File: src/rtl/core_boot_ctrl_pkg.sv
// Shared definitions for the boot controller: memory/network packet types,
// network opcodes, boot-image selectors and the boot sequencer states.
package core_boot_ctrl_pkg;

    localparam int rs_imm_size_p = 6;
    localparam int ADDR_W        = 10;

    typedef enum logic [2:0] {
        NET_OP_NULL  = 3'd0,
        NET_OP_INSTR = 3'd1,
        NET_OP_REG   = 3'd2,
        NET_OP_PC    = 3'd3,
        NET_OP_BAR   = 3'd4
    } net_op_e;

    typedef struct packed {
        net_op_e     net_op;
        logic [9:0]  id;
        logic [9:0]  net_add;
        logic [31:0] net_data;
    } net_packet_s;

    typedef struct packed {
        logic        valid;
        logic        wen;
        logic        byte_not_word;
        logic        yumi;
        logic [31:0] write_data;
    } mem_in_s;

    typedef struct packed {
        logic        valid;
        logic        yumi;
        logic [31:0] read_data;
    } mem_out_s;

    typedef enum logic [1:0] {
        ROM_DATA  = 2'd0,
        ROM_INSTR = 2'd1,
        ROM_REG   = 2'd2
    } rom_sel_e;

    typedef enum logic [2:0] {
        IDLE,
        LD_DATA,
        DRAIN,
        LD_INSTR,
        LD_REG,
        SET_PC,
        SET_BAR,
        RUN
    } boot_state_e;

endpackage

File: src/rtl/core_boot_ctrl_addr_ctr.sv
// Non-wrapping word counter: counts up to a loadable terminal value, holds
// there, and flags the terminal count.
module boot_addr_ctr
    import core_boot_ctrl_pkg::*;
(
    input  logic              clk,
    input  logic              reset,
    input  logic              clear,
    input  logic              en,
    input  logic [ADDR_W-1:0] last,
    output logic [ADDR_W-1:0] count,
    output logic              tc
);

    assign tc = (count == last);

    // NOTE: sequential state uses non-blocking assignments so every flop
    // samples pre-edge values regardless of process evaluation order.
    always_ff @(posedge clk) begin
        if (reset || clear) begin
            count <= '0;
        end else if (en && !tc) begin
            count <= count + 1'b1;
        end
    end

endmodule

File: src/rtl/core_boot_ctrl.sv
// Boot sequencer: copies the data image into data memory, streams INSTR and
// REG packets to the core, sets PC and barrier mask, then releases the core.
module core_boot_ctrl
    import core_boot_ctrl_pkg::*;
#(
    parameter int          DATA_WORDS  = 1024,
    parameter int          INSTR_WORDS = 1024,
    parameter int          REG_WORDS   = 2**rs_imm_size_p,
    parameter logic [31:0] START_PC    = 32'd0,
    parameter logic [31:0] BAR_MASK    = 32'h2,
    parameter logic [9:0]  BAR_ADD     = 10'd24,
    parameter logic [9:0]  CORE_ID     = 10'b0000000001
) (
    input  logic        clk,
    input  logic        reset,
    input  logic        start_i,
    output logic        busy_o,
    output logic        done_o,
    output logic [1:0]  rom_sel_o,
    output logic [9:0]  rom_addr_o,
    input  logic [39:0] rom_data_i,
    output mem_in_s     to_mem_o,
    output logic [31:0] data_mem_addr_o,
    input  mem_out_s    from_mem_i,
    output logic        core_owns_mem_o,
    output net_packet_s net_packet_o
);

    localparam logic [ADDR_W-1:0] DATA_LAST  = ADDR_W'(DATA_WORDS - 1);
    localparam logic [ADDR_W-1:0] INSTR_LAST = ADDR_W'(INSTR_WORDS - 1);
    localparam logic [ADDR_W-1:0] REG_LAST   = ADDR_W'(REG_WORDS - 1);

    boot_state_e       state_q, state_n;
    logic              instr_armed_q;
    logic [ADDR_W-1:0] cnt, cnt_last, cnt_inc;
    logic              cnt_tc, cnt_en, cnt_clear;
    rom_sel_e          rom_sel;
    logic              unused_inputs;

    assign unused_inputs = ^{rom_data_i[39:38], from_mem_i.valid, from_mem_i.read_data};
    assign cnt_inc       = cnt + 1'b1;
    assign cnt_clear     = (state_n != state_q);

    always_comb begin
        case (state_q)
            LD_DATA:  cnt_last = DATA_LAST;
            LD_INSTR: cnt_last = INSTR_LAST;
            LD_REG:   cnt_last = REG_LAST;
            default:  cnt_last = '0;
        endcase
    end

    boot_addr_ctr u_ctr (
        .clk   (clk),
        .reset (reset),
        .clear (cnt_clear),
        .en    (cnt_en),
        .last  (cnt_last),
        .count (cnt),
        .tc    (cnt_tc)
    );

    // The first LD_INSTR cycle only waits for instruction word 0 to arrive.
    always_ff @(posedge clk) begin
        if (reset) begin
            state_q       <= IDLE;
            instr_armed_q <= 1'b0;
        end else begin
            state_q       <= state_n;
            instr_armed_q <= (state_q == LD_INSTR);
        end
    end

    // NOTE: every output of this block gets a default first, so no path
    // through the case statement can leave a latch behind.
    always_comb begin
        state_n         = state_q;
        cnt_en          = 1'b0;
        busy_o          = 1'b0;
        done_o          = 1'b0;
        core_owns_mem_o = 1'b0;
        rom_sel         = ROM_DATA;
        rom_addr_o      = '0;
        to_mem_o        = '0;
        data_mem_addr_o = '0;
        net_packet_o    = '0;

        case (state_q)
            IDLE: begin
                if (start_i) state_n = LD_DATA;
            end
            LD_DATA: begin
                busy_o                 = 1'b1;
                to_mem_o.valid         = 1'b1;
                to_mem_o.wen           = 1'b1;
                to_mem_o.byte_not_word = 1'b0;
                to_mem_o.yumi          = 1'b1;
                to_mem_o.write_data    = rom_data_i[31:0];
                data_mem_addr_o        = {{(32-ADDR_W-2){1'b0}}, cnt, 2'b00};
                cnt_en                 = from_mem_i.yumi;
                // Hold the ROM address while stalled so the word stays valid.
                if (!from_mem_i.yumi) begin
                    rom_addr_o = cnt;
                end else if (cnt_tc) begin
                    state_n = DRAIN;
                    rom_sel = ROM_INSTR;
                end else begin
                    rom_addr_o = cnt_inc;
                end
            end
            DRAIN: begin
                busy_o  = 1'b1;
                rom_sel = ROM_INSTR;
                state_n = LD_INSTR;
            end
            LD_INSTR: begin
                busy_o  = 1'b1;
                rom_sel = ROM_INSTR;
                if (instr_armed_q) begin
                    cnt_en                = 1'b1;
                    net_packet_o.net_op   = NET_OP_INSTR;
                    net_packet_o.id       = CORE_ID;
                    net_packet_o.net_add  = cnt;
                    net_packet_o.net_data = {16'b0, rom_data_i[15:0]};
                    if (cnt_tc) begin
                        state_n = LD_REG;
                        rom_sel = ROM_REG;
                    end else begin
                        rom_addr_o = cnt_inc;
                    end
                end
            end
            LD_REG: begin
                busy_o                = 1'b1;
                cnt_en                = 1'b1;
                net_packet_o.net_op   = NET_OP_REG;
                net_packet_o.id       = CORE_ID;
                net_packet_o.net_add  = {{(ADDR_W-rs_imm_size_p){1'b0}},
                                         rom_data_i[32 +: rs_imm_size_p]};
                net_packet_o.net_data = rom_data_i[31:0];
                if (cnt_tc) begin
                    state_n = SET_PC;
                end else begin
                    rom_sel    = ROM_REG;
                    rom_addr_o = cnt_inc;
                end
            end
            SET_PC: begin
                busy_o                = 1'b1;
                net_packet_o.net_op   = NET_OP_PC;
                net_packet_o.id       = CORE_ID;
                net_packet_o.net_data = START_PC;
                state_n               = SET_BAR;
            end
            SET_BAR: begin
                busy_o                = 1'b1;
                net_packet_o.net_op   = NET_OP_BAR;
                net_packet_o.id       = CORE_ID;
                net_packet_o.net_add  = BAR_ADD;
                net_packet_o.net_data = BAR_MASK;
                state_n               = RUN;
            end
            RUN: begin
                done_o          = 1'b1;
                core_owns_mem_o = 1'b1;
                if (start_i) state_n = LD_DATA;
            end
            default: state_n = IDLE;
        endcase

        // A cycle with reset asserted must not leak a write or a packet.
        if (reset) begin
            busy_o          = 1'b0;
            done_o          = 1'b0;
            core_owns_mem_o = 1'b0;
            rom_sel         = ROM_DATA;
            rom_addr_o      = '0;
            to_mem_o        = '0;
            data_mem_addr_o = '0;
            net_packet_o    = '0;
        end
    end

    assign rom_sel_o = rom_sel;

endmodule

File: config.mk
export PLATFORM = sky130hd
export DESIGN_NAME = core_boot_ctrl
export DESIGN_NICKNAME = d
export VERILOG_FILES = /design/src/rtl/core_boot_ctrl_pkg.sv /design/src/rtl/core_boot_ctrl_addr_ctr.sv /design/src/rtl/core_boot_ctrl.sv
export SDC_FILE = /design/constraint.sdc
export NUM_CORES = 1
export LEC_CHECK = 0
export BUFFER_PORTS_ARGS = -buffer_cell sky130_fd_sc_hd__buf_2
export CAP_MARGIN = 15
export CORE_AREA = 2 2 83 85
export CTS_CLUSTER_DIAMETER = 150
export DETAILED_ROUTE_END_ITERATION = 7
export DIE_AREA = 0 0 85 87
export PLACE_DENSITY = 0.84
export SETUP_SLACK_MARGIN = 0.02
export SYNTH_ARGS = -nofsm -noshare
export SYNTH_HDL_FRONTEND = slang
export SYNTH_SLANG_ARGS = --single-unit
File: constraint.sdc
create_clock -name clk -period 2.6 [get_ports clk]
set_clock_uncertainty 0.1 [all_clocks]
set_input_delay 0.13 -clock clk [delete_from_list [all_inputs] [get_ports clk]]
set_output_delay 0.13 -clock clk [all_outputs]
set_load 0.05 [all_outputs]
Word-level counts from Yosys, hierarchy flattened
Cells that the tools add are included.
{"block": "word_totals", "ff_bits": 14, "wordCells": 55}
{"block": "classes", "addsub": 1, "eq_ne": 9, "n_mux": 35, "reduce_logical": 7}
{"operator": "case mux 32 bit (3 select lines)", "n": 1}
{"operator": "two-way mux 36 bit", "n": 2}
{"operator": "case mux 10 bit (3 select lines)", "n": 2}
{"operator": "two-way mux 55 bit", "n": 1}
{"operator": "two-way mux 53 bit", "n": 1}
{"operator": "case mux 13 bit (4 select lines)", "n": 1}
{"operator": "two-way mux 10 bit", "n": 4}
{"operator": "two-way mux 32 bit", "n": 1}
{"operator": "case mux 3 bit (7 select lines)", "n": 1}
{"operator": "case mux 10 bit (2 select lines)", "n": 1}
{"operator": "two-way mux 3 bit", "n": 6}
{"operator": "equality test 3 bit (second input constant)", "n": 4}
{"operator": "two-way mux 12 bit", "n": 1}
{"operator": "adder 10 x 1 -> 10 bit (second input constant)", "n": 1}
{"operator": "equality test 10 bit", "n": 1}
{"operator": "two-way mux 2 bit", "n": 4}
{"operator": "case mux 2 bit (4 select lines)", "n": 1}
{"operator": "two-way mux 1 bit", "n": 7}
{"operator": "equality test 3 x 2 -> 1 bit (second input constant)", "n": 2}
{"operator": "OR reduction 6 bit", "n": 1}
{"operator": "OR reduction 2 bit", "n": 2}
{"operator": "equality test 3 x 1 -> 1 bit (second input constant)", "n": 1}
{"operator": "zero test 3 bit", "n": 1}
{"operator": "!= test 3 bit", "n": 1}
{"operator": "4 further kinds", "n": 4}

Depth between registers and ports, before layout
{"block": "logic_depth", "depth_word": 9, "depth_mapped": 9, "ltp_nobuf": 5}

Cells and area by module
Synthesis repeated with hierarchy kept, for this count alone.
{"block": "unflattened", "hier_cells": 334, "area_unflattened_um2": 2284.7}
{"module": "core_boot_ctrl", "instances": 1, "cells_each": 262, "area_each_um2": 1681.6}
{"module": "boot_addr_ctr", "instances": 1, "cells_each": 72, "area_each_um2": 603.1}

Least setup slack after synthesis
OpenSTA, ideal clock, no wires.
{"block": "synth_path", "kind": "flip-flop to output port", "startpoint": "register u_ctr.count[6]", "endpoint": "output port rom_sel_o[0]", "t_arrival_ns": 2.876, "t_required_ns": 2.370, "slack_ns": -0.506, "path_stages_with_launch": 7, "path_buffers": 1, "cell_sequence": "dfxtp_1 clkbuf_1 and3_1 nand2_1 o31ai_1 a21oi_1 nor4_1"}
{"block": "synth_via", "elab_chain_len": 5, "elab_cells_between_ends": 7, "classes_between": "eq/ne (1); mux (6)"}
{"item": "start: declaration", "line": "core_boot_ctrl_addr_ctr.sv:11", "rtl": "output logic [ADDR_W-1:0] count,"}
{"item": "start signal: assignment", "line": "core_boot_ctrl_addr_ctr.sv:23", "rtl": "count <= count + 1'b1;"}
{"item": "equality test 10 bit *", "line": "core_boot_ctrl_addr_ctr.sv:15", "rtl": "assign tc = (count == last);"}
{"item": "two-way mux 2 bit or two-way mux 1 bit (tied branches)", "line": "core_boot_ctrl.sv:125, core_boot_ctrl.sv:104"}
{"item": "two-way mux 2 bit or two-way mux 1 bit (tied branches)", "line": "core_boot_ctrl.sv:119, core_boot_ctrl.sv:102"}
{"item": "case mux 2 bit (4 select lines) *", "line": "core_boot_ctrl.sv:88", "rtl": "case (state_q)"}
{"item": "two-way mux 2 bit *", "line": "core_boot_ctrl.sv:172", "rtl": "if (reset) begin"}
{"item": "end: declaration", "line": "core_boot_ctrl.sv:19", "rtl": "output logic [1:0] rom_sel_o,"}
Mark *: on every way between the ends. The rest lies on a longest branch, timed or not.

Worst setup path after layout
{"block": "layout_path", "startpoint": "register state_q[2]", "endpoint": "output port rom_addr_o[6]"}
{"block": "layout_via", "elab_chain_len": 8, "elab_cells_between_ends": 11, "classes_between": "eq/ne (4); mux (6); reduce/logical (1)"}
{"item": "start: declaration", "line": "core_boot_ctrl.sv:33", "rtl": "boot_state_e state_q, state_n;"}
{"item": "start signal: assignment", "line": "core_boot_ctrl.sv:69", "rtl": "state_q <= state_n;"}
{"item": "equality test 3 x 2 -> 1 bit or equality test 3 x 1 -> 1 bit (tied branches)", "line": "core_boot_ctrl.sv:45, core_boot_ctrl.sv:88"}
{"item": "OR reduction 2 bit (no line)"}
{"item": "case mux 10 bit (2 select lines)", "line": "core_boot_ctrl.sv:45", "rtl": "case (state_q)"}
{"item": "equality test 10 bit", "line": "core_boot_ctrl_addr_ctr.sv:15"}
{"item": "two-way mux 10 bit", "line": "core_boot_ctrl.sv:104, core_boot_ctrl.sv:125, core_boot_ctrl.sv:141"}
{"item": "two-way mux 10 bit (on tied branches)", "line": "core_boot_ctrl.sv:119, core_boot_ctrl.sv:102"}
{"item": "case mux 10 bit (3 select lines) *", "line": "core_boot_ctrl.sv:88"}
{"item": "two-way mux 10 bit *", "line": "core_boot_ctrl.sv:172"}
{"item": "end: declaration", "line": "core_boot_ctrl.sv:20", "rtl": "output logic [9:0] rom_addr_o,"}
Marks and branches as above.

==> metrics.cfg <==
[sta]
period_minus_slack_ns=2.523
fmax_mhz=396.3
slew_headroom_pct=61.94
finalSetupViolations=0
hold_violations=0
hold_ws_ns=0.1273
tightest_slew_ns=0.5709
post-route-period-util_pct=97.04
setup_tns_ns=0
finalMaxSlewViolations=0
fin_ws_ns=0.07693

[worst_setup_path]
crit_path_cell_trace=or3b_4 -> and4_4 -> o21a_4 -> or4_4 -> o21ai_2 -> buf_6
rr_worst_depth=6
crit_slowest_cell=or3b_4
crit_end=rom_addr_o[6]
timing.rr.start=state_q[2]
cp_top_family=simple AND/OR/NAND/NOR gates
crit_fanout=5
critPathRequiredTime_ns=2.37
worst_setup_path_start_kind=flip-flop
rrSetupSlack_ns=0.44
reg2reg_to=u_ctr.count[4]
cp_num_cells=6
crit_path_start=state_q[2]
crit_buf_inv=1
worstSetupPathType=flip-flop to output port
slowest_delay_ns=0.44
arrival_ns=2.29
crit_path_end_kind=output port

[clock_tree]
clockBufferDepth=2
cts_root_buf=clkbuf_8
cts_setup_buffers=0
cts_tree=yes
cts.sinks=14
htree_levels=1
cts.clk_slew.worst_paths_ns=0.06
insertion_delay_ns=0.25
cts_buffers=3
postCtsHoldBufs=0

[synthesis]
synth_seq_cells=14
avgSynthCellArea_um2=6.859
syn_area_mm2=0.002263
synth_edf_count=0
synthDistinctLibCells=57
synth_flop_cell=dfxtp_1
seq_area_frac_synth_pct=12.38
synthCells=330
ys_warn_count=0
ys_async_sr_fraction_pct=0

[floorplanning]
core_area_mm2=0.006569
die_area_mm2=0.007395
die_w_um=85
die_y_um=87
num_rows=30
io_pins=215
start_util_pct=34.46

[min_path]
min_path_cells=3
holdCritPathClass=input port to flip-flop

[finish]
nets=550
layout_common_cells=141 x buf_2, 79 x and2_1, 32 x conb_1, 25 x buf_4, 19 x nand2_1
post-route-util_pct=47.96
final_layout_size_suffix_gt1_share_pct=43.31
final_cells=551
fillers=683
mostFrequentLayoutCell=buf_2
syn_to_final_growth_pct=39.19
stdcell_area_mm2=0.003151
antennaDiodeCount=0

[power_and_ir_drop]
power_density_mw_per_mm2=255.0
vdd_drop_max_mv=0.1560
leakagePower_nw=1.617
power_uw=803.5

[routing]
post_drt_wl_per_cell_um=16.18
via_per_inst=5.254
ant_nets=0
drt_wl_total_mm=8.914
first_iter_violations=267
firstDrtPassIters=5
vias=2895
drc=0

[global_route]
grt_remaining_overflow=0
antenna_found_initial=0
grt_pass1_wl_mm=13.13
grt_max_degree=46
track_usage_pct=22.18
grt_pass1_vias=2541

[placed_design]
placed_cells=547
place_ws_ns=0.2868
gp_congestion=0.9580
portBuffers=147
placed_area_mm2=0.003038
hpwl_mm=7.048

[status]
status=complete, no violations

[job]
drv_cap=0

power by group:
group / switching [mW] / internal, mW / total (mW) / leakage (nW)
Sequential: 0.00333 / 0.217 / 0.220 / 0.114
Clock: 0.0846 / 0.134 / 0.219 / 0.0288
Combinational: 0.282 / 0.0822 / 0.364 / 1.47
Total: 0.370 / 0.433 / 0.803 / 1.62
tightest hold or removal path: stages:
cell,delay [ns]
buf_2,0.11
o31ai_1,0.07
a21oi_1,0.13
synthesized netlist by cell type, types with 2 or more instances:
cell type	instances	area [µm²]
a2111oi_2	2	30.03
a211oi_1	7	52.55
a211oi_2	2	25.02
a21o_1	3	22.52
a21oi_1	18	90.09
a22oi_1	5	37.54
a311oi_1	3	26.28
a31oi_1	4	25.02
and2_1	79	494.2
and3_1	7	43.79
buf_2	5	25.02
buf_4	37	277.8
clkbuf_1	22	82.58
dfxtp_1	14	280.3
inv_1	2	7.510
nand2_1	19	71.32
nand2b_1	2	12.51
nand3_1	9	45.04
nand3b_1	2	15.01
nand4_1	6	37.54
nor2_1	12	45.04
nor2b_1	2	12.51
nor3_1	9	45.04
nor3b_1	4	30.03
nor4_1	4	25.02
o21ai_0	11	55.05
o21ai_1	2	10.01
o31ai_1	5	37.54
o41ai_1	2	17.52
or3_1	4	25.02
area by class of cell:
cell class	count	area (µm²)	share of cell area [%]
multi-input cells	280	1765	56.04
repair buffers	171	938.4	29.79
flip-flops and latches	14	284.0	9.015
well taps	80	100.1	3.177
clock buffers	4	55.05	1.747
inverters	2	7.507	0.2383
metal layers:
metal | GRT usage (%) | vias to the layer above | share of wire, %
met5 | 0 | - | 0
met4 | 5.628 | 0 | 1.1
met3 | 2.559 | 13 | 7.3
met2 | 38.49 | 149 | 48
met1 | 29.26 | 1353 | 43
li1 | - | 1380 | -
flip-flops by register name, summed over array words and instances (netlist names):
register       flops
instr_armed_q      1
state_q            3
u_ctr.count       10
cell families (layout without fill, tap and decap cells):
family / count (synthesis) / in the layout / synth area share, %
AOI/OAI and AO/OA: 77 / 77 / 24.49
xor gates and xnor gates: 1 / 1 / 0.3870
adders and majority gates: 1 / 1 / 0.5527
buffers and inverters: 67 / 177 / 17.86
DFF: 14 / 14 / 12.38
muxes: 1 / 1 / 0.4423
other: 1 / 32 / 0.1657
and+or+nand+nor: 168 / 168 / 43.72
worst min path at each step:
stage,from,slack [ns],to
after floorplan,start_i,0.22,state_q[0]
after global routing,start_i,0.16,state_q[0]
after CTS,start_i,0.12,state_q[0]
after detailed placement,start_i,0.38,state_q[0]
final,start_i,0.13,state_q[0]
after global placement,start_i,0.37,state_q[0]
repair_timing:
action / CTS / global route
pin swaps: 0 / 1
gates resized for setup: 2 / 17
setup endpoints to repair: 1 / 17
(Power assumes the default switching activity.)
